==> config.mk <==
export PLATFORM = sky130hd
export DESIGN_NAME = fib_seq_engine
export DESIGN_NICKNAME = d
export VERILOG_FILES = /design/src/rtl/fib_seq_engine.sv
export SDC_FILE = /design/constraint.sdc
export NUM_CORES = 1
export LEC_CHECK = 0
export CORE_AREA = 3 3 154 156
export CTS_CLUSTER_SIZE = 10
export DETAILED_ROUTE_END_ITERATION = 8
export DIE_AREA = 0 0 157 159
export PLACE_DENSITY = 0.7
export SLEW_MARGIN = 20
export SYNTH_ARGS = -nofsm -noshare
export SYNTH_HDL_FRONTEND = slang
export SYNTH_SLANG_ARGS = --single-unit
export TNS_END_PERCENT = 20
==> constraint.sdc <==
create_clock -name clk -period 2.5 [get_ports clk]
set_input_delay 0.375 -clock clk [delete_from_list [all_inputs] [get_ports clk]]
set_output_delay 0.375 -clock clk [all_outputs]
set_load 0.01 [all_outputs]
==> src/rtl/fib_seq_engine.sv <==
// Fibonacci / Lucas sequence engine: one recurrence step per clock, with wrap or
// saturate overflow handling, abort, and a ready/valid/accept call handshake.
module fib_seq_engine #(
    parameter int unsigned DATA_WIDTH = 32,
    parameter int unsigned N_WIDTH    = 32,
    parameter bit          SATURATE   = 1'b0
) (
    input  logic                      clk,
    input  logic                      rst,
    input  logic                      fib_ready,
    input  logic signed [N_WIDTH-1:0] fib_in_n,
    input  logic                      fib_in_mode,
    input  logic                      fib_abort,
    input  logic                      fib_accept,
    output logic                      fib_valid,
    output logic [DATA_WIDTH-1:0]     fib_out_0,
    output logic                      fib_out_ovf,
    output logic                      fib_busy
);

    typedef enum logic [1:0] {
        StIdle = 2'd0,
        StLoop = 2'd1,
        StDone = 2'd2
    } state_e;

    state_e                    state_q, state_d;
    logic signed [N_WIDTH-1:0] n_q, n_d;
    logic [N_WIDTH-1:0]        i_q, i_d;
    logic [DATA_WIDTH-1:0]     r0_q, r0_d;
    logic [DATA_WIDTH-1:0]     r1_q, r1_d;
    logic [DATA_WIDTH-1:0]     out_q, out_d;
    logic                      ovf_q, ovf_d;
    logic                      out_ovf_q, out_ovf_d;
    logic                      valid_q, valid_d;

    logic [DATA_WIDTH:0]       sum;
    logic                      n_nonpos;
    logic                      i_reached;

    // Extra bit catches the carry that marks overflow.
    assign sum       = {1'b0, r0_q} + {1'b0, r1_q};
    assign n_nonpos  = n_q[N_WIDTH-1] || (n_q == '0);
    // Only consulted when n > 0, so an unsigned compare is exact.
    assign i_reached = (i_q >= $unsigned(n_q));

    assign fib_valid   = valid_q;
    assign fib_out_0   = out_q;
    assign fib_out_ovf = out_ovf_q;
    assign fib_busy    = (state_q != StIdle);

    // Next-state and datapath update for the call FSM.
    always_comb begin
        state_d   = state_q;
        n_d       = n_q;
        i_d       = i_q;
        r0_d      = r0_q;
        r1_d      = r1_q;
        out_d     = out_q;
        ovf_d     = ovf_q;
        out_ovf_d = out_ovf_q;
        valid_d   = valid_q;

        case (state_q)
            StIdle: begin
                if (fib_ready) begin
                    n_d     = fib_in_n;
                    r0_d    = fib_in_mode ? DATA_WIDTH'(2) : '0;
                    r1_d    = DATA_WIDTH'(1);
                    i_d     = N_WIDTH'(1);
                    ovf_d   = 1'b0;
                    state_d = StLoop;
                end
            end
            StLoop: begin
                if (fib_abort) begin
                    state_d = StIdle;
                end else if (n_nonpos) begin
                    out_d     = r0_q;
                    out_ovf_d = 1'b0;
                    valid_d   = 1'b1;
                    state_d   = StDone;
                end else if (i_reached) begin
                    out_d     = r1_q;
                    out_ovf_d = ovf_q;
                    valid_d   = 1'b1;
                    state_d   = StDone;
                end else begin
                    r0_d = r1_q;
                    // Once clamped, r1 stays all-ones since every later sum carries.
                    r1_d = (SATURATE && sum[DATA_WIDTH]) ? '1 : sum[DATA_WIDTH-1:0];
                    ovf_d = ovf_q | sum[DATA_WIDTH];
                    i_d   = i_q + N_WIDTH'(1);
                end
            end
            StDone: begin
                // A ready arriving with accept is dropped; caller re-presents it.
                if (fib_accept) begin
                    valid_d = 1'b0;
                    state_d = StIdle;
                end
            end
            default: begin
                state_d = StIdle;
            end
        endcase
    end

    // State registers with synchronous active-high reset.
    always_ff @(posedge clk) begin
        if (rst) begin
            state_q   <= StIdle;
            n_q       <= '0;
            i_q       <= '0;
            r0_q      <= '0;
            r1_q      <= '0;
            out_q     <= '0;
            ovf_q     <= 1'b0;
            out_ovf_q <= 1'b0;
            valid_q   <= 1'b0;
        end else begin
            state_q   <= state_d;
            n_q       <= n_d;
            i_q       <= i_d;
            r0_q      <= r0_d;
            r1_q      <= r1_d;
            out_q     <= out_d;
            ovf_q     <= ovf_d;
            out_ovf_q <= out_ovf_d;
            valid_q   <= valid_d;
        end
    end

endmodule

# Word-level counts from Yosys, hierarchy flattened
# Index checks and enable logic that the tools add are counted.
dict set report word_totals {
  latchBits 0
  out_inout_bits 35
  elab_cells 70
  ram_bits 0
  rom_bits 0
  n_memories 0
  reg_bits 165
  inputBits 38
}
dict set report classes {
  bitwise 2
  multipliers 0
  add_sub_neg 2
  magnitude_cmp 1
  n_shift 0
  n_reduce_logical 12
  muxes 35
  n_div 0
  n_eq_ne 9
}
# operator count
set ops {}
lappend ops {{$mux W32} 13}
lappend ops {{$pmux W32 S2} 3}
lappend ops {{$add A32 B32 Y33} 1}
lappend ops {{$add A32 B1 Y32 const B} 1}
lappend ops {{$ge A32 B32 Y1} 1}
lappend ops {{$logic_not A32 Y1} 1}
lappend ops {{$mux W2} 6}
lappend ops {{$mux W1} 10}
lappend ops {{$ne A2 B2 Y1 const B} 5}
lappend ops {{$reduce_bool A2 Y1} 4}
lappend ops {{$pmux W2 S3} 1}
lappend ops {{$reduce_and A3 Y1} 2}
lappend ops {{$reduce_and A5 Y1} 1}
lappend ops {{$ne A4 B4 Y1 const B} 1}
lappend ops {{$pmux W1 S2} 2}
lappend ops {{$reduce_and A4 Y1} 1}
lappend ops {{$ne A3 B3 Y1 const B} 1}
lappend ops {{$eq A2 B1 Y1 const B} 1}
lappend ops {{$eq A2 B2 Y1 const B} 1}
lappend ops {{$logic_not A2 Y1} 1}
lappend ops {{$reduce_and A2 Y1} 1}
lappend ops {{$logic_or A1 B1 Y1} 1}
lappend ops {{$not A1 Y1} 1}
lappend ops {{$or A1 B1 Y1} 1}

# Longest topological paths before layout
# Gate-level depths: netlist (run 1).
dict set report depth {
  word_depth 6
  depth_mapped 13
  ltp_nobuf 12
}

# Least setup slack after synthesis (run 1)
# Ideal clock, no wire load.
dict set report synth_timing {
  path_kind {reg-to-reg}
  startpoint {register n_q[30]}
  endpoint {register i_q[31]}
  t_arrival_ps 2651
  setup_time_ps 70
  t_required_ps 2430
  path_slack_ps -221
  n_path_buf 0
  path_stages_with_launch 12
  synth_period_minus_slack_ps 2721
  path_cell_list {dfxtp_1 inv_1 ha_1 a21oi_1 nand2_1 a221o_1 or3_4 nor3_4 and2_4 o2111ai_4 or4_1 a21oi_1}
}
dict set report synth_between {
  elab_chain_len 4
  elab_cells_between_ends 6
  classes_between {order compare: 1; eq/ne: 2; reduce/logical: 3}
}
# item line
set synth_lines {}
lappend synth_lines {{start, declared} 28} ;# logic signed [N_WIDTH-1:0] n_q, n_d;
lappend synth_lines {{start signal, assigned} 123} ;# n_q <= n_d;
lappend synth_lines {{branches (longest 3 deep; another with $ge A32 B32 Y1)} --}
lappend synth_lines {{$reduce_and A5 Y1 (no line) (*)} --}
lappend synth_lines {{end signal, assigned} 124} ;# i_q <= i_d;
lappend synth_lines {{end, declared} 29} ;# logic [N_WIDTH-1:0] i_q, i_d;
# Every way passes the cells marked *.
# A chain may end at the register's enable or synchronous reset.

# Final worst setup path (run 1)
dict set report layout_timing {
  startpoint {register n_q[19]}
  endpoint {register i_q[30]}
}
# Same word-level chain as after synthesis.

==> parameters.txt, run 1 <==
Parameter                              Value

Clock network
  Insertion delay of the later-clocked pin in the worst-skew pair ... 430 ps
  CTS H-Tree Depth ... 4
  Clock tree from TritonCTS ... yes
  Num CTS Buffers ... 17
  Clock slew seen by the registers of the worst setup and hold paths ... 70 ps
  CTS sink cnt ... 165
  Buffer type at the clock tree root ... clkbuf_16
  Largest buffer count on any clock path ... 2

Finish
  Area added between synthesis and finish ... 43.94%
  Share of the core filled with cells in the final layout ... 57.27%
  Total area of sequential cells ... 3331 um^2
  Share of post-route cells with drive strength above 1 ... 27.47%
  Most common cell after layout, fill and taps aside ... nand2_1
  Count of antenna diodes in the layout ... 0
  Post-route standard cell area excluding fillers ... 12,890 um^2
  Multi-input gate area in the final layout ... 5963 um^2
  Filler instances ... 1,849
  Final net count ... 1,417
  Most frequent cells in the layout ... nand2_1, dfxtp_1, buf_4

Routing
  Via density ... 5.552
  Routed len/inst ... 16.22 um
  1st-pass router iterations ... 5
  # DRC ... 0
  Routed via count ... 8,939
  DRT iter0 DRCs ... 700
  Met2 WL ... 12,730 um
  Routed length on met3 ... 942 um
  Uppermost layer routed ... met4
  Routed met1 length ... 11,720 um
  Sum of routed wire length over all layers ... 26,120 um
  ANT nets after route ... 0

Pwr
  Static leakage power ... 0.005113 uW
  Ratio of total power to cell area ... 487.7 nW/um^2
  VDD IR-drop max ... 0.0004225 V

Timing
  Final Max Slew Viols ... 0
  Worst clock skew on the final layout ... 9.275 ps
  Rel. slew slack ... 54.52%
  Endpoints failing hold ... 0
  Highest achievable clock rate ... 362.5 MHz
  Worst slew pin tran ... 676.0 ps
  Tmin final ... 2759 ps
  Final period util ... 110.3%
  Setup violators final ... 131
  Hold Worst Slack ... 296.1 ps
  Final setup margin ... -258.7 ps
  Unrepaired setup endpoints after global routing ... yes

Worst setup path
  Worst flop-to-flop path startpoint ... n_q[19]
  Required @ worst endpoint ... 2860 ps
  Crit path to ... i_q[30]
  Worst-path cell with the longest stage delay ... or4_4
  Arrival time reported for the critical path endpoint ... 3120 ps
  Most Frequent Cell on Critical Path ... a21oi_2
  Timing startpoint of the critical path ... n_q[19]
  WP depth ... 11
  Critical path peak fanout ... 5
  Reg-to-reg setup timing slack ... -260 ps
  Dominant delay contributor by cell family on the critical path ... simple AND/OR/NAND/NOR gates
  Delay of the slowest cell on the worst path ... 550 ps
  Cell-by-cell trace of the critical path ... inv_2, ha_4, a21oi_2, o21ai_2, a221o_1, or3_4, nor3_4, and2_4, o2111ai_4, or4_4, a21oi_2
  Crit. End Element ... register
  Sum of buffers and inverters on the critical path ... 1
  Terminus of the critical flop-to-flop path ... i_q[30]
  Type of origin of the critical path ... register
  Worst r2r path cells ... 11
  Worst setup path class ... reg -> reg

Placed design
  Setup slack at placement ... -349.7 ps
  Placed inst area ... 11,060 um^2
  Input/output buffers ... 72
  Routability cong. ... 0.9003
  Post-DP HPWL ... 16,570 um

Run status
  Outcome ... finished, violations left
  Violated checks ... negative setup slack

Min path
  Type of the tightest min-delay check ... in -> reg

Floorplanning
  Top-level port count ... 73
  Core area ... 22,500 um^2
  Initial Utilization ... 39.79%
  FP Rows ... 55
  Full die area ... 24,960 um^2
  X dimension of the die ... 157 um
  Height of the die ... 159 um

Yosys
  Async set or reset register ratio after synthesis ... 0%
  Number of distinct library cell variants in the gate-level netlist after synthesis ... 63
  Number of nets produced by synthesis ... 1,215
  Number of enable flip-flop cells after synthesis ... 0
  Post-Syn Instances ... 1,111
  Yosys warnings ... 0
  Prevailing post-synth register cell ... dfxtp_1
  Synthesized area per cell ... 8.059 um^2
  Synth Cell Area ... 8954 um^2
  Flip-flop and latch count after synthesis ... 165
  Sequential-to-total area share from yosys stat ... 36.89%

Global route
  Wire length of the first global-routing pass ... 41,630 um
  Global routing usage summed across all routing layers ... 19.99%
  Number of global-route vias before repair ... 8,730
  GRT Residual Overflow ... 0
  Antenna violations before repair ... 0
  Largest net degree at the start of global routing ... 53

Flow run
  Count of max-cap constraint violations ... 0
## synthesized netlist by cell type (2+ instances only)
library cell | number | area share, %
nand2b_1 | 7 | 0.49
nand4_1 | 20 | 1.4
ha_1 | 65 | 9.1
o21ai_0 | 28 | 1.6
nor2b_1 | 3 | 0.21
a211oi_1 | 41 | 3.4
a211o_1 | 3 | 0.29
nand3_1 | 58 | 3.2
xnor2_1 | 26 | 2.5
a31oi_1 | 9 | 0.63
nor3_1 | 13 | 0.73
a311o_1 | 2 | 0.22
o211ai_1 | 5 | 0.42
o21bai_1 | 2 | 0.17
nor4_1 | 13 | 0.91
nand4b_1 | 3 | 0.29
o21a_1 | 4 | 0.34
o31ai_1 | 4 | 0.34
a21o_1 | 19 | 1.6
buf_2 | 6 | 0.34
inv_1 | 47 | 2.0
a21oi_1 | 127 | 7.1
nand2_1 | 158 | 6.6
mux2i_1 | 34 | 3.8
and2_1 | 4 | 0.28
clkbuf_1 | 55 | 2.3
xor2_1 | 21 | 2.1
or4_1 | 3 | 0.25
and3_1 | 6 | 0.42
a22o_1 | 16 | 1.6
or3_1 | 8 | 0.56
and4_1 | 2 | 0.20
buf_1 | 4 | 0.17
dfxtp_1 | 165 | 37
a311oi_1 | 2 | 0.20
nor2_1 | 101 | 4.2
## metal layers
metal / vias to the layer above / track usage [%]
met5: - / 0
met4: 0 / 7.242
met3: 57 / 3.370
met2: 226 / 33.94
met1: 4301 / 25.36
li1: 4355 / -
## final cells by class
| type | instances | share of cell area, % |
|---|---|---|
| Timing Repair Buffer | 248 | 18.99 |
| Multi-Input combinational cell | 834 | 46.27 |
| Clock buffer | 18 | 3.330 |
| Tap cell | 285 | 2.767 |
| Sequential cell | 165 | 25.84 |
| Clock inverter | 13 | 1.408 |
| Inverter | 47 | 1.388 |
## power by group
group	leakage [uW]	total, uW	internal (uW)	switching (uW)
Combinational	0.00347	783	370	413
Sequential	0.00134	2720	2680	37.7
Clock	0.000296	2780	1670	1110
Total	0.00511	6290	4720	1560
## per-stage QoR
stage          setup TNS, ps  std cells  total power [uW]
4_1_cts               -17130       1599              6277
6_report              -19250       1610              6286
5_1_grt               -33300       1610              6481
3_5_place_dp          -33910       1549              3417
2_1_floorplan          -2283       1111              3097
3_3_place_gp          -36030       1549              3408
## sequential cells by signal, summed over array words and instances, names as in the netlist
signal       cells
fib_out_0       32
fib_out_ovf      1
fib_valid        1
i_q             32
n_q             32
ovf_q            1
r0_q            32
r1_q            32
state_q          2
## timing repair
item	in CTS	in global routing
hold endpoints to repair	0	0
gates resized for setup	138	53
gates cloned	6	6
hold buffers	0	0
setup endpoints to repair	133	133
pin swaps	54	46
buffers inserted	13	5
## worst min path at each step
| stage | start | end | depth (start not counted) |
|---|---|---|---|
| final | rst | fib_out_ovf | 2 |
| after global routing | rst | fib_out_ovf | 2 |
| after CTS | rst | r0_q[24] | 2 |
| after detailed placement | n_q[31] | n_q[31] | 2 |
| after global placement | n_q[31] | n_q[31] | 2 |
| after floorplan | n_q[31] | n_q[31] | 2 |
## worst register-to-register path: stages (launching register included)
cell	delay (ps)
dfxtp_2	340
inv_2	40
ha_4	240
a21oi_2	140
o21ai_2	90
a221o_1	300
or3_4	360
nor3_4	160
and2_4	210
o2111ai_4	140
or4_4	550
a21oi_2	120
## logic make-up (layout without fill, tap and decap cells)
kind of cell,after synthesis,in the layout,share of synthesized area (%)
compound gates,280,280,19.96
xor+xnor,47,47,4.598
fa+ha+maj,66,66,9.307
buf+inv,112,326,4.779
flops,165,165,36.89
mux,34,34,3.801
simple gates,407,407,20.67
(Power assumes the default switching activity.)
==> run 2: changes to the inputs <==
- CTS_BUF_LIST: default -> sky130_fd_sc_hd__clkbuf_16
- CTS_CLUSTER_SIZE: 10 -> default
==> parameters.txt, run 2 (synthesis results as in run 1) <==
Parameter                              Value

Floorplanning
  X dimension of the die ... 157 um (unchanged)
  Full die area ... 24,960 um^2 (unchanged)
  Initial Utilization ... 39.79% (unchanged)
  Core area ... 22,500 um^2 (unchanged)
  Top-level port count ... 73 (unchanged)
  FP Rows ... 55 (unchanged)
  Height of the die ... 159 um (unchanged)

Placed design
  Post-DP HPWL ... 16,570 um (unchanged)
  Placed inst area ... 11,060 um^2 (unchanged)
  Routability cong. ... 0.9003 (unchanged)
  Input/output buffers ... 72 (unchanged)

Timing
  Final Max Slew Viols ... 0 (unchanged)
  Setup violators final ... 131 (unchanged)
  Final period util ... 110.4% (was 110.3%)
  Hold Worst Slack ... 296.7 ps (was 296.1 ps)
  Highest achievable clock rate ... 362.4 MHz (was 362.5 MHz)
  Final setup margin ... -259.3 ps (was -258.7 ps)
  Worst slew pin tran ... 681.1 ps (was 676.0 ps)
  Worst clock skew on the final layout ... 9.402 ps (was 9.275 ps)
  Rel. slew slack ... 54.18% (was 54.52%)
  Endpoints failing hold ... 0 (unchanged)
  Unrepaired setup endpoints after global routing ... yes (unchanged)
  Tmin final ... 2759 ps (about the same)
  Sum of negative setup slack ... -19,500 ps (was -19,250 ps)

Worst setup path
  Type of origin of the critical path ... register (unchanged)
  Worst-path cell with the longest stage delay ... or4_1 (was or4_4)
  Arrival time reported for the critical path endpoint ... 3120 ps (about the same)
  Sum of buffers and inverters on the critical path ... 1 (unchanged)
  Dominant delay contributor by cell family on the critical path ... simple AND/OR/NAND/NOR gates (unchanged)
  Delay of the slowest cell on the worst path ... 540 ps (was 550 ps)
  Required @ worst endpoint ... 2860 ps (about the same)
  Crit. End Element ... register (unchanged)
  Cell-by-cell trace of the critical path ... inv_2, ha_4, a21oi_2, o21ai_2, a221o_1, or3_4, nor3_4, and2_4, o2111ai_4, or4_1, a21oi_1 (was inv_2, ha_4, a21oi_2, o21ai_2, a221o_1, or3_4, nor3_4, and2_4, o2111ai_4, or4_4, a21oi_2)
  Worst setup path class ... reg -> reg (unchanged)
  Critical path peak fanout ... 5 (unchanged)

Clock network
  CTS Hold Bufs ... 0 (unchanged)
  Num CTS Buffers ... 17 (unchanged)
  Largest buffer count on any clock path ... 2 (unchanged)
  Buffer type at the clock tree root ... clkbuf_16 (unchanged)
  CTS sink cnt ... 165 (unchanged)
  Clock tree from TritonCTS ... yes (unchanged)
  Clock slew seen by the registers of the worst setup and hold paths ... 70 ps (about the same)
  Insertion delay of the later-clocked pin in the worst-skew pair ... 430 ps (about the same)
  CTS H-Tree Depth ... 4 (unchanged)

Routing
  DRT iter0 DRCs ... 716 (was 700)
  Sum of routed wire length over all layers ... 26,120 um (about the same)
  1st-pass router iterations ... 5 (unchanged)
  ANT nets after route ... 0 (unchanged)
  Routed len/inst ... 16.23 um (was 16.22 um)
  Routed via count ... 8,885 (was 8,939)
  # DRC ... 0 (unchanged)
  Via density ... 5.519 (was 5.552)

Finish
  Most frequent cells in the layout ... nand2_1, dfxtp_1, buf_4 (unchanged)
  Final net count ... 1,417 (unchanged)
  Area added between synthesis and finish ... 43.94% (unchanged)
  Most common cell after layout, fill and taps aside ... nand2_1 (unchanged)
  Post-route standard cell area excluding fillers ... 12,890 um^2 (unchanged)
  Filler instances ... 1,849 (unchanged)
  Share of the core filled with cells in the final layout ... 57.27% (unchanged)
  Share of post-route cells with drive strength above 1 ... 27.47% (unchanged)
  Count of antenna diodes in the layout ... 0 (unchanged)

Global route
  Number of global-route vias before repair ... 8,730 (unchanged)
  Antenna violations before repair ... 0 (unchanged)
  Wire length of the first global-routing pass ... 41,630 um (unchanged)
  Global routing usage summed across all routing layers ... 19.99% (unchanged)
  Largest net degree at the start of global routing ... 53 (unchanged)
  GRT Residual Overflow ... 0 (unchanged)

Pwr
  Ratio of total power to cell area ... 487.2 nW/um^2 (was 487.7 nW/um^2)
  Pwr Total ... 6279 uW (was 6286 uW)
  Net switching power ... 1561 uW (was 1563 uW)
  Static leakage power ... 0.005117 uW (was 0.005113 uW)
  Gate power share ... 12.5% (about the same)
  Part of the total power dissipated in sequential elements ... 43.4% (was 43.3%)
  VDD IR-drop max ... 0.0004226 V (was 0.0004225 V)
  Clock network power share ... 44.2% (about the same)
  Total internal power ... 4718 uW (was 4722 uW)
  Proportion of total power due to net switching ... 24.86% (was 24.87%)

Flow run
  Count of max-cap constraint violations ... 0 (unchanged)

Run status
  Outcome ... finished, violations left (unchanged)
  Violated checks ... negative setup slack (unchanged)

Min path
  Type of the tightest min-delay check ... in -> reg (unchanged)
run 2: final cells by class:
| cell class | count | area [um^2] | share of cell area, % |
|---|---|---|---|
| clock buffers | 17 | 425.4 | 3.301 |
| well taps | 285 | 356.6 | 2.767 |
| multi-input cells | 834 | 5963 | 46.27 |
| inverters | 47 | 178.9 | 1.388 |
| repair buffers | 248 | 2447 | 18.99 |
| clock inverters | 14 | 185.2 | 1.437 |
| flip-flops and latches | 165 | 3331 | 25.84 |
run 2: path summary, 6_finish.rpt:
kind              startpoint          end  slack (ps)  cells after the start
setup / recovery     n_q[19]      i_q[31]        -260                     11
hold / removal           rst  fib_out_ovf         300                      2
hold reg to reg       n_q[5]       n_q[5]         470                      2
setup reg to reg     n_q[19]      i_q[31]        -260                     11
run 2: worst register-to-register path: cells and delay by family (launching register included):
| kind | cells | cell delay [ps] |
|---|---|---|
| simple gates | 4 | 1280 |
| compound gates | 5 | 800 |
| flops | 1 | 340 |
| fa+ha+maj | 1 | 240 |
| buf+inv | 1 | 40 |
run 2: repair_timing:
| item | in CTS | in global routing |
|---|---|---|
| resized for setup | 138 | 53 |
| gates cloned | 6 | 6 |
| setup buffers | 13 | 5 |
| pin swaps | 54 | 46 |
| setup endpoints to repair | 133 | 133 |
run 2: per-stage QoR:
step / setup slack, ps / cells
3_5_place_dp: -349.7 / 1549
4_1_cts: -238.5 / 1599
2_1_floorplan: -93.58 / 1111
3_3_place_gp: -385.6 / 1549
6_report: -259.3 / 1610
5_1_grt: -349.9 / 1610
run 2: power by group through the flow:
stage / clock, uW / sequential [uW] / combinational, uW
6_report: 2770 / 2720 / 782
5_1_grt: 2910 / 2730 / 840
4_1_cts: 2810 / 2720 / 745
3_5_place_dp: 0 / 2770 / 644
3_3_place_gp: 0 / 2770 / 636
2_1_floorplan: 0 / 2780 / 320
run 2: routing by layer:
metal	track usage, %	vias to the layer above	share of wire (%)
met5	0	-	0
met3	3.370	52	3.6
met2	33.94	204	49
met4	7.242	0	2.7
met1	25.36	4274	45
li1	-	4355	-
==> run 3: changes to the inputs <==
- CAP_MARGIN: default -> 20
- CORE_AREA: 3 3 154 156 -> 10 10 161 163
- DIE_AREA: 0 0 157 159 -> 0 0 171 173
==> parameters.txt, run 3 (synthesis results as in run 1) <==
Parameter                              Value

Run status
  Outcome ... finished, violations left (unchanged)
  Violated checks ... negative setup slack (unchanged)

Routing
  Via density ... 5.466 (was 5.519)
  Routed len/inst ... 16.10 um (was 16.23 um)
  DRT iter0 DRCs ... 640 (was 716)
  ANT nets after route ... 0 (unchanged)
  1st-pass router iterations ... 6 (was 5)
  # DRC ... 0 (unchanged)
  Sum of routed wire length over all layers ... 25,810 um (was 26,120 um)
  Routed via count ... 8,762 (was 8,885)

Clock network
  CTS H-Tree Depth ... 4 (unchanged)
  Insertion delay of the later-clocked pin in the worst-skew pair ... 430 ps (about the same)
  Largest buffer count on any clock path ... 2 (unchanged)
  Num CTS Buffers ... 17 (unchanged)
  Buffer type at the clock tree root ... clkbuf_16 (unchanged)
  CTS Hold Bufs ... 0 (unchanged)
  CTS sink cnt ... 165 (unchanged)
  Clock slew seen by the registers of the worst setup and hold paths ... 70 ps (about the same)
  Clock tree from TritonCTS ... yes (unchanged)

Min path
  Number of stages on the worst hold path ... 2 (unchanged)
  Worst min-delay path endpoint ... fib_out_0[29] (was fib_out_ovf)
  Type of the tightest min-delay check ... in -> reg (unchanged)
  Beginning of the worst hold path ... rst (unchanged)

Pwr
  VDD IR-drop max ... 0.0004268 V (was 0.0004226 V)
  Static leakage power ... 0.004939 uW (was 0.005117 uW)
  Ratio of total power to cell area ... 482.4 nW/um^2 (was 487.2 nW/um^2)
  Pwr Total ... 6042 uW (was 6279 uW)

Global route
  Number of global-route vias before repair ... 8,399 (was 8,730)
  Wire length of the first global-routing pass ... 40,730 um (was 41,630 um)
  GRT Residual Overflow ... 0 (unchanged)
  Largest net degree at the start of global routing ... 86 (was 53)
  Antenna violations before repair ... 0 (unchanged)
  Global routing usage summed across all routing layers ... 16.33% (was 19.99%)

Placed design
  Routability cong. ... 0.8908 (was 0.9003)
  Post-DP HPWL ... 17,050 um (was 16,570 um)
  Input/output buffers ... 72 (unchanged)

Worst setup path
  Delay of the slowest cell on the worst path ... 430 ps (was 540 ps)
  Sum of buffers and inverters on the critical path ... 1 (unchanged)
  Type of origin of the critical path ... register (unchanged)
  Critical path peak fanout ... 5 (unchanged)
  Reg-to-reg setup timing slack ... -260 ps (about the same)
  Crit. End Element ... register (unchanged)
  Worst-path cell with the longest stage delay ... or4_1 (unchanged)
  Worst flop-to-flop path startpoint ... n_q[31] (was n_q[19])
  Worst setup path class ... reg -> reg (unchanged)
  Terminus of the critical flop-to-flop path ... i_q[30] (was i_q[31])
  Required @ worst endpoint ... 2850 ps (was 2860 ps)
  Most Frequent Cell on Critical Path ... nor3_4
  Arrival time reported for the critical path endpoint ... 3110 ps (was 3120 ps)
  Cell-by-cell trace of the critical path ... inv_2, ha_4, nand4_1, nor3_4, a221o_1, or3_4, nor3_4, and2_4, o2111ai_4, or4_1, a21oi_1 (was inv_2, ha_4, a21oi_2, o21ai_2, a221o_1, or3_4, nor3_4, and2_4, o2111ai_4, or4_1, a21oi_1)
  Dominant delay contributor by cell family on the critical path ... simple AND/OR/NAND/NOR gates (unchanged)
  Worst r2r path cells ... 11 (unchanged)

Finish
  Count of antenna diodes in the layout ... 0 (unchanged)
  Share of post-route cells with drive strength above 1 ... 24.43% (was 27.47%)
  Area added between synthesis and finish ... 39.88% (was 43.94%)
  Most frequent cells in the layout ... nand2_1, buf_4, dfxtp_1 (was nand2_1, dfxtp_1, buf_4)
  Final net count ... 1,409 (was 1,417)
  Share of the core filled with cells in the final layout ... 55.49% (was 57.27%)
  Most common cell after layout, fill and taps aside ... nand2_1 (unchanged)
  Filler instances ... 1,979 (was 1,849)

Timing
  Rel. slew slack ... 56.30% (was 54.18%)
  Unrepaired setup endpoints after global routing ... yes (unchanged)
  Hold Worst Slack ... 262.5 ps (was 296.7 ps)
  Setup violators final ... 129 (was 131)
  Worst clock skew on the final layout ... 9.398 ps (was 9.402 ps)
  Final setup margin ... -261.1 ps (was -259.3 ps)
  Sum of negative setup slack ... -12,870 ps (was -19,500 ps)
  Highest achievable clock rate ... 362.2 MHz (was 362.4 MHz)
  Worst slew pin tran ... 649.5 ps (was 681.1 ps)
  Final period util ... 110.4% (about the same)
  Tmin final ... 2761 ps (was 2759 ps)
  Endpoints failing hold ... 0 (unchanged)
  Final Max Slew Viols ... 0 (unchanged)

Floorplanning
  Full die area ... 29,580 um^2 (was 24,960 um^2)
  X dimension of the die ... 171 um (was 157 um)
  Height of the die ... 173 um (was 159 um)
  Core area ... 22,570 um^2 (was 22,500 um^2)
  Initial Utilization ... 39.67% (was 39.79%)
  FP Rows ... 55 (unchanged)
  Top-level port count ... 73 (unchanged)

Flow run
  Count of max-cap constraint violations ... 0 (unchanged)
[run 3: changes by cell type in the layout (fill, tap and decap cells not counted), moves of 9 or more]
cell	previous run	this run
a211oi_1	16	27
nor2_1	78	97
a211oi_2	25	14
buf_6	20	3
buf_4	134	147
nor2_4	12	2
nor2_2	11	2
[run 3: worst max-delay path by stage]
stage / startpoint / to / slack, ps / depth (start not counted)
floorplan: r1_q[0] / r1_q[26] / -90 / 12
global placement: n_q[15] / r1_q[1] / -300 / 13
detailed placement: n_q[15] / fib_out_0[16] / -420 / 12
CTS: n_q[31] / i_q[30] / -200 / 11
global route: n_q[31] / i_q[20] / -340 / 11
finish: n_q[31] / i_q[30] / -260 / 11
[run 3: power breakdown]
| group | internal [uW] | leakage, uW | switching, uW |
|---|---|---|---|
| Combinational | 350 | 0.00332 | 399 |
| Sequential | 2680 | 0.00135 | 34.5 |
| Clock | 1460 | 0.000273 | 1120 |
| Total | 4490 | 0.00494 | 1550 |
[run 3: per-stage QoR]
step / area, um^2 / instances / worst slack [ps]
after floorplan: 9014 / 1111 / -93.58
after global placement: 11070 / 1552 / -301.9
after detailed placement: 11070 / 1552 / -421.7
after CTS: 12040 / 1591 / -202.0
after global routing: 12520 / 1603 / -344.4
final: 12520 / 1603 / -261.1
[run 3: timing repair]
| item | CTS | global route |
|---|---|---|
| pin swaps | 23 | 43 |
| gates resized for setup | 69 | 66 |
| endpoints found under the setup margin | 133 | 133 |
| setup buffers | 5 | 8 |
| endpoints found under the hold margin | 0 | 0 |
| gates cloned | 2 | 4 |
[run 3: routing by layer]
layer	track usage (%)	share of wire (%)	wire length (um)
met1	20.91	45	11660
met2	26.79	48	12480
met3	2.687	4.2	1083
met4	5.980	2.3	587
met5	0	0	0
[run 3: final cells by class]
class                      count  area, um^2  share of cell area (%)
timing repair buffer         240        2253                   17.99
tap                          285       356.6                   2.847
clock buffer                  17       425.4                   3.397
inverter                      47       176.4                   1.409
multi-input combinational    834        5839                   46.62
sequential                   165        3332                   26.60
clock inverter                15       141.4                   1.129
[run 3: worst reg2reg max path, delay by kind of cell (launching register included)]
| kind | cells | cell delay, ps |
|---|---|---|
| AO/OA/AOI/OAI | 3 | 620 |
| adder cells (fa/ha/maj) | 1 | 240 |
| buffers and inverters | 1 | 60 |
| flip-flops | 1 | 330 |
| AND/OR/NAND/NOR | 6 | 1440 |
